**src/rtl/sn_wr_egress_buf.sv**
```systemverilog
// Write-side egress buffer between NoC AW/W egress (no backpressure) and the SN write port.
// AW and W are absorbed in FIFOs, W framing is policed, and a W burst is held back until its AW has gone out.
module sn_wr_egress_buf #(
  parameter int AW_DEPTH = 4,
  parameter int W_DEPTH  = 16,
  parameter int PEND_MAX = 7
) (
  input  logic                        clk,
  input  logic                        rst,
  input  logic                        aw_valid,
  input  logic [81:0]                 aw_payload,
  input  logic [1:0]                  aw_srcid,
  input  logic                        w_valid,
  input  logic                        w_head,
  input  logic                        w_tail,
  input  logic [81:0]                 w_payload,
  input  logic [1:0]                  w_srcid,
  output logic                        m_aw_valid,
  input  logic                        m_aw_ready,
  output logic [81:0]                 m_aw_payload,
  output logic [1:0]                  m_aw_srcid,
  output logic                        m_w_valid,
  input  logic                        m_w_ready,
  output logic [81:0]                 m_w_payload,
  output logic                        m_w_last,
  output logic [1:0]                  m_w_srcid,
  output logic [$clog2(AW_DEPTH):0]   aw_level,
  output logic [$clog2(W_DEPTH):0]    w_level,
  output logic                        aw_ovf,
  output logic                        w_ovf,
  output logic                        frm_err
);

  localparam int AWA = $clog2(AW_DEPTH);
  localparam int WA  = $clog2(W_DEPTH);
  localparam int PW  = $clog2(PEND_MAX + 1);

  typedef enum logic {IDLE, BURST} frm_state_t;

  logic [83:0]    aw_mem [AW_DEPTH];
  logic [AWA-1:0] aw_wr_ptr, aw_rd_ptr;
  logic           aw_full, aw_empty, aw_push, aw_pop;

  logic [84:0]    w_mem [W_DEPTH];
  logic [WA-1:0]  w_wr_ptr, w_rd_ptr;
  logic           w_full, w_empty, w_push, w_pop;

  logic [PW-1:0]  pend_aw;
  logic           w_last_hs;

  frm_state_t     frm_state, frm_next;
  logic [1:0]     burst_srcid;
  logic           w_store, frm_set;

  assign aw_full  = (aw_level == (AWA+1)'(AW_DEPTH));
  assign aw_empty = (aw_level == '0);
  assign aw_push  = aw_valid && !aw_full;
  assign aw_pop   = m_aw_valid && m_aw_ready;

  assign w_full   = (w_level == (WA+1)'(W_DEPTH));
  assign w_empty  = (w_level == '0);
  assign w_push   = w_store && !w_full;
  assign w_pop    = m_w_valid && m_w_ready;
  assign w_last_hs = w_pop && m_w_last;

  // Issue limits: AW stops at PEND_MAX outstanding bursts, W waits for at least one issued AW.
  assign m_aw_valid = !aw_empty && (pend_aw < PW'(PEND_MAX));
  assign m_w_valid  = !w_empty && (pend_aw != '0);

  assign {m_aw_srcid, m_aw_payload}          = m_aw_valid ? aw_mem[aw_rd_ptr] : '0;
  assign {m_w_srcid, m_w_last, m_w_payload}  = m_w_valid  ? w_mem[w_rd_ptr]   : '0;

  always_ff @(posedge clk) begin
    if (aw_push) aw_mem[aw_wr_ptr] <= {aw_srcid, aw_payload};
    if (w_push)  w_mem[w_wr_ptr]   <= {w_srcid, w_tail, w_payload};
  end

  always_ff @(posedge clk or posedge rst) begin
    if (rst) begin
      aw_wr_ptr <= '0;
      aw_rd_ptr <= '0;
      aw_level  <= '0;
      aw_ovf    <= 1'b0;
    end else begin
      if (aw_push) aw_wr_ptr <= aw_wr_ptr + AWA'(1);
      if (aw_pop)  aw_rd_ptr <= aw_rd_ptr + AWA'(1);
      if (aw_valid && aw_full) aw_ovf <= 1'b1;
      unique case ({aw_push, aw_pop})
        2'b10:   aw_level <= aw_level + (AWA+1)'(1);
        2'b01:   aw_level <= aw_level - (AWA+1)'(1);
        default: aw_level <= aw_level;
      endcase
    end
  end

  always_ff @(posedge clk or posedge rst) begin
    if (rst) begin
      w_wr_ptr <= '0;
      w_rd_ptr <= '0;
      w_level  <= '0;
      w_ovf    <= 1'b0;
    end else begin
      if (w_push) w_wr_ptr <= w_wr_ptr + WA'(1);
      if (w_pop)  w_rd_ptr <= w_rd_ptr + WA'(1);
      if (w_store && w_full) w_ovf <= 1'b1;
      unique case ({w_push, w_pop})
        2'b10:   w_level <= w_level + (WA+1)'(1);
        2'b01:   w_level <= w_level - (WA+1)'(1);
        default: w_level <= w_level;
      endcase
    end
  end

  always_ff @(posedge clk or posedge rst) begin
    if (rst) begin
      pend_aw <= '0;
    end else begin
      unique case ({aw_pop, w_last_hs})
        2'b10:   pend_aw <= pend_aw + PW'(1);
        2'b01:   pend_aw <= pend_aw - PW'(1);
        default: pend_aw <= pend_aw;
      endcase
    end
  end

  always_ff @(posedge clk or posedge rst) begin
    if (rst) begin
      frm_state   <= IDLE;
      burst_srcid <= '0;
      frm_err     <= 1'b0;
    end else begin
      frm_state <= frm_next;
      if (w_valid && frm_state == IDLE && w_head) burst_srcid <= w_srcid;
      if (frm_set) frm_err <= 1'b1;
    end
  end

  // Framing walks on every beat, including ones later dropped for overflow.
  always_comb begin
    frm_next = frm_state;
    w_store  = 1'b0;
    frm_set  = 1'b0;
    if (w_valid) begin
      unique case (frm_state)
        IDLE: begin
          if (w_head) begin
            w_store = 1'b1;
            if (!w_tail) frm_next = BURST;
          end else begin
            frm_set = 1'b1;
          end
        end
        BURST: begin
          w_store = 1'b1;
          if (w_head || (w_srcid != burst_srcid)) frm_set = 1'b1;
          if (w_tail) frm_next = IDLE;
        end
        default: frm_next = IDLE;
      endcase
    end
  end

endmodule

```
**config.mk**
```make
export PLATFORM = sky130hd
export DESIGN_NAME = sn_wr_egress_buf
export DESIGN_NICKNAME = d
export VERILOG_FILES = /design/src/rtl/sn_wr_egress_buf.sv
export SDC_FILE = /design/constraint.sdc
export NUM_CORES = 2
export LEC_CHECK = 0
export BUFFER_PORTS_ARGS = -buffer_cell sky130_fd_sc_hd__buf_2
export CAP_MARGIN = 5
export CORE_AREA = 5 5 390 392
export CTS_CLUSTER_DIAMETER = 150
export DETAILED_ROUTE_END_ITERATION = 10
export DIE_AREA = 0 0 395 397
export PLACE_DENSITY = 0.6
export SKIP_LAST_GASP = 1
export SLEW_MARGIN = 30
export SYNTH_ARGS = -nofsm -noshare
export SYNTH_HDL_FRONTEND = slang
export SYNTH_SLANG_ARGS = --single-unit
```
**constraint.sdc**
```tcl
create_clock -name clk -period 9.58 [get_ports clk]
set_input_delay 0.958 -clock clk [delete_from_list [all_inputs] [get_ports clk]]
set_output_delay 0.958 -clock clk [all_outputs]
set_load 0.01 [all_outputs]
```
# Yosys cells after proc, flatten, opt, wreduce, memory -nomap -nowiden
# Memories as Yosys holds them, arrays and structs flattened.
# Cells that the tools add are included.
word_totals:
  regBits: 29
  latchBits: 0
  mem_bits_rw: 1696
  mem_bits_ro: 0
  output_inout_bits: 182
  input_bits: 176
  mem_count: 2
mem_list:
  columns: ["memory", "depth", "word_bits", "read_ports", "rd_clocked_by_memory_dff", "write_ports", "line_no", "source"]
  rows:
  - ["w_mem", 16, 85, 1, 0, 1, "44", "logic [84:0] w_mem [W_DEPTH];"]
  - ["aw_mem", 4, 84, 1, 0, 1, "40", "logic [83:0] aw_mem [AW_DEPTH];"]
classes:
  bitwise_logic: 1
  eq_ne: 9
  addsub: 10
  shift: 0
  n_mul: 0
  div_mod_pow: 0
  n_reduce_logical: 22
  muxes: 19
  n_lt_le_gt_ge: 1
ops:
  columns: ["operator", "count"]
  rows:
  - ["85-bit two-way mux", 1]
  - ["84-bit two-way mux", 1]
  - ["3-bit case mux with 2 select lines", 2]
  - ["1-bit logical AND", 11]
  - ["1-bit two-way mux", 11]
  - ["5-bit case mux with 2 select lines", 1]
  - ["4-bit by 1-bit adder with 4-bit output (second input constant)", 2]
  - ["3-bit by 1-bit adder with 3-bit output (second input constant)", 2]
  - ["2-bit by 1-bit equality test with 1-bit output (second input constant)", 3]
  - ["2-bit equality test (second input constant)", 3]
  - ["1-bit case mux with 2 select lines", 3]
  - ["2-bit nonzero test", 3]
  - ["3-bit by 1-bit subtractor with 3-bit output (second input constant)", 2]
  - ["5-bit by 1-bit adder with 5-bit output (second input constant)", 1]
  - ["5-bit equality test (second input constant)", 1]
  - ["5-bit logical NOT", 1]
  - ["5-bit by 1-bit subtractor with 5-bit output (second input constant)", 1]
  - ["2-bit by 1-bit adder with 2-bit output (second input constant)", 2]
  - ["1-bit logical NOT", 4]
  - ["3-bit equality test (second input constant)", 1]
  - ["3-bit logical NOT", 1]
  - ["3-bit less-than comparator (second input constant)", 1]
  - ["3-bit nonzero test", 1]
  - ["2-bit inequality test", 1]
  - ["2 further kinds", 2]

# Logic depth before layout (Yosys ltp)
depth:
  word_depth: 7
  mapped_depth: 13

# Least setup slack after synthesis
# Ideal clock, no wire load.
synth_timing:
  kind: "input -> register"
  startpoint: "in w_valid"
  endpoint: "mem w_mem[3][0] (enable)"
  t_required_ns: 8.948
  path_slack_ns: 1.480
  setup_time_ns: 0.632
  path_stages: 4
  arrival_ns: 7.467
  path_cell_list: "o21ai_0 a21oi_1 nand2_1 nor3_1"
synth_via:
  elab_chain_len: 4
synth_lines:
  columns: ["item", "line_no", "source"]
  rows:
  - ["from (decl)", "13", "input logic w_valid,"]
  - ["1-bit two-way mux", "143", "if (w_valid) begin"]
  - ["1-bit logical AND", "62", "assign w_push = w_store && !w_full;"]
  - ["1-bit two-way mux", "75", "if (w_push) w_mem[w_wr_ptr] <= {w_srcid, w_tail, w_payload};"]
  - ["1-bit two-way mux (implied by the code)", "75", null]
  - ["to (decl)", "44", null]
# No other way between the ends.

# Worst setup path in the final report
layout_timing:
  startpoint: "reg w_level[1]"
  endpoint: "out m_w_payload[21]"
layout_via:
  elab_chain_len: 4
layout_lines:
  columns: ["item", "line_no", "source"]
  rows:
  - ["from (decl)", "28", "output logic [$clog2(W_DEPTH):0] w_level,"]
  - ["from (signal assigned)", "107", "2'b10: w_level <= w_level + (WA+1)'(1);"]
  - ["from (signal assigned)", "108", "2'b01: w_level <= w_level - (WA+1)'(1);"]
  - ["from (signal assigned)", "109", "default: w_level <= w_level;"]
  - ["5-bit logical NOT", "61", "assign w_empty = (w_level == '0);"]
  - ["1-bit logical NOT", "68", "assign m_w_valid = !w_empty && (pend_aw != '0);"]
  - ["1-bit logical AND", "68", null]
  - ["85-bit two-way mux", "71", "assign {m_w_srcid, m_w_last, m_w_payload} = m_w_valid ? w_mem[w_rd_ptr] : '0;"]
  - ["to (decl)", "24", "output logic [81:0] m_w_payload,"]
# No other way between the ends.

==> flow_summary_export.csv <==
group,metric,value,unit
sta,max_slew.worst_pin.slew,1.02,ns
global_routing,overflow,0,
critical_path,rr_worst_depth,11,
clock_network,cts_resized,0,
placed_design,place_ws,5.02,ns
clock_network,cts_setup_buffers,0,
critical_path,worstSetupEndpointType,"output port",
sta,slew_violations,0,
clock_network,clock_path_buffers,3,
detailed_routing,drtAntennaViolNets,0,
clock_network,htreeDepth,4,
power,switching_power,0.00714,W
power,leakage,24.8,nW
sta,finalSetupTns,0,ns
sta,rsz0062_at_grt,"false",
floorplanning,die_area,157000,sq um
power,irDropWorstVdd,0.000239,V
floorplanning,start_util,44.5,%
detailed_routing,drt_iter0_drc,2257,
sta,min_period,4.99,ns
final_layout,final_common_cell,"edfxtp_1",
final_layout,post-route-util,51.3,%
logic_synthesis,synth_edf_count,1696,
detailed_routing,drc_errors,0,
final_layout,areaGrowthSynthToFinish,15.3,%
clock_network,cts-root-buf,"clkbuf_16",
logic_synthesis,syn_inst,2873,
final_layout,final_nets,3512,
sta,layout_worst_path_cycle_share,52.1,%
outcome,status,"finished clean",
detailed_routing,post_drt_wl_per_cell,27.2,um
sta,slew_headroom,32.1,%
logic_synthesis,synth_flop_cell,"edfxtp_1",
clock_network,cts_tree,"yes",
final_layout,drive_gt1_share,35.4,%
clock_network,cts_buffers,172,
critical_path,critical_path_required,8.62,ns
global_routing,grt_pass1_vias,33100,
final_layout,layout_common_cells,"edfxtp_1, mux4_2, buf_2",
global_routing,grt_pass1_wl,220000,um
critical_path,cp.arrival,4.04,ns
critical_path,rrSetupSlack,5.85,ns
detailed_routing,wirelength,148000,um
clock_network,clk_pin_slew,0.07,ns
logic_synthesis,syn_area,66100,sq um
clock_network,cts_hold_buf,0,
power,p_clk_share,29.0,%
detailed_routing,viasPerCell,5.60,
logic_synthesis,synth.avg_cell_area,23.0,sq um
final_layout,final_cell_area,76200,sq um
logic_synthesis,syn_nets,3066,
logic_synthesis,synth_warnings,0,
logic_synthesis,seq_area_frac_synth,78.1,%
power,p_int,0.0162,W
sta,hold_violations,0,
placed_design,dpl-instance-area,70300,sq um
global_routing,antenna_found_initial,37,
sta,whs,0.289,ns
clock_network,clkSinkCount,1725,
worst_hold_path,min_path_type,"input pin to asynchronous set/reset pin",
placed_design,place_congestion,0.731,
floorplanning,die_y,397,um
global_routing,grt.total_usage,19.0,%
critical_path,cp_max_fo,44,
power,power_frac_comb,30.3,%
global_routing,grt_max_degree,93,
power,switching_share,30.6,%
power,power_density,306,nW/um^2
sta,timing.fmax,0.200,GHz
run,max_cap_viol_count,0,
detailed_routing,dr.pass1.iters,5,
clock_network,clkLatencyLatePin,0.80,ns
logic_synthesis,async_reset_ff_share,1.68,%
placed_design,place_hpwl,79500,um
sta,setup_violations,0,
floorplanning,row_count,142,
logic_synthesis,ys_ff_latch,1725,
critical_path,start_kind,"flip-flop",
placed_design,io_buffers,357,
logic_synthesis,synth_cell_types,47,
sta,fin_worst_skew,0.0476,ns
sta,setup_ws,4.59,ns
detailed_routing,vias,30400,
floorplanning,ios,358,
critical_path,r2r-start,"w_rd_ptr[0]",
power,seqPwrFrac,40.7,%
critical_path,reg2reg_to,"pend_aw[2]",
floorplanning,die_w,395,um
critical_path,critPathKind,"flip-flop to output port",
floorplanning,core,149000,sq um
[metal layers]
| layer | part of all wire [%] | up-vias | global-route usage, % |
|---|---|---|---|
| met3 | 7.7 | 220 | 5.25 |
| li1 | - | 12900 | - |
| met2 | 50 | 914 | 32.0 |
| met1 | 40 | 16300 | 24.8 |
| met4 | 1.8 | 30 | 4.40 |
| met5 | 0.15 | - | 0 |
[area by class of cell]
class	count	area, sq um
clock buffer	214	4580
timing repair buffer	421	2430
sequential	1725	51700
tap	1944	2430
inverter	17	63.8
multi-input combinational	982	13800
antenna	17	42.5
fill	11600	72300
clock inverter	106	1210
[cell families after synthesis]
family / Yosys count / share of synthesized area (%)
AO/OA/AOI/OAI: 112 / 0.929
XOR/XNOR: 21 / 0.278
adder cells (fa/ha/maj): 17 / 0.344
buffers and inverters: 166 / 1.29
flip-flops: 1725 / 78.1
multiplexers: 600 / 17.2
AND/OR/NAND/NOR: 232 / 1.78
[critical path, cell delays in order (launching register included)]
cell,delay [ns]
dfrtp_1,0.51
nor4_4,0.51
a21oi_2,0.21
nand2_4,0.65
buf_4,0.81
o21ai_1,0.29
buf_2,0.22
[stage by stage]
step | instances | power (W)
3_5_place_dp | 5088 | 0.0169
2_1_floorplan | 2873 | 0.0144
6_report | 5426 | 0.0233
4_1_cts | 5408 | 0.0237
3_3_place_gp | 5086 | 0.0168
5_1_grt | 5411 | 0.0245
[power groups by stage]
stage	sequential, W	combinational, W	clock (W)
floorplan	0.00947	0.00492	0
global placement	0.00963	0.00714	0
detailed placement	0.00968	0.00723	0
CTS	0.00952	0.00726	0.00693
global route	0.00958	0.00766	0.00726
finish	0.00951	0.00707	0.00677
[how the worst max path moves through the flow]
stage	from	to	slack (ns)
2_1_floorplan	w_valid	w_mem[3][0]	1.48
6_report	w_level[1]	m_w_payload[21]	4.59
3_3_place_gp	w_valid	w_mem[9][36]	4.88
3_5_place_dp	w_valid	w_mem[9][35]	5.02
4_1_cts	w_rd_ptr[1]	m_w_payload[19]	4.39
5_1_grt	w_rd_ptr[1]	m_w_payload[19]	4.22
[state kept, by name, indices dropped and copies added, names as in the netlist]
register     flops
w_rd_ptr         4
aw_ovf           1
burst_srcid      2
aw_wr_ptr        2
aw_mem         336
w_ovf            1
frm_state        1
w_mem         1360
w_wr_ptr         4
w_level          5
frm_err          1
aw_level         3
aw_rd_ptr        2
pend_aw          3
[synth_stat cells, types with 2 or more instances]
cell type     n  share of area [%]
fa_1          2              0.061
o21ai_1      83               0.63
nand2b_1      4              0.038
o21ai_0       6              0.045
edfxtp_1   1696                 77
nor2b_1       3              0.028
a211oi_1      3              0.034
nand3_1       3              0.023
a31oi_1       2              0.019
buf_1        17              0.097
buf_2        48               0.36
inv_1        17              0.097
nand2_1      98               0.56
mux2_2       92                1.6
and2_1       89               0.84
nor3_1        7              0.053
xor2_1        5              0.066
mux2i_1      86                1.3
clkbuf_1     58               0.33
ha_1         15               0.28
nor2_1       18               0.10
mux4_2      422                 14
a21oi_1       4              0.030
xnor2_1      16               0.21
o22ai_1       2              0.019
buf_6        20               0.34
a31o_2        2              0.027
buf_4         6              0.068
nand4_1       3              0.028
dfrtp_1      29                1.1
Power figures use the tool's default switching activity.
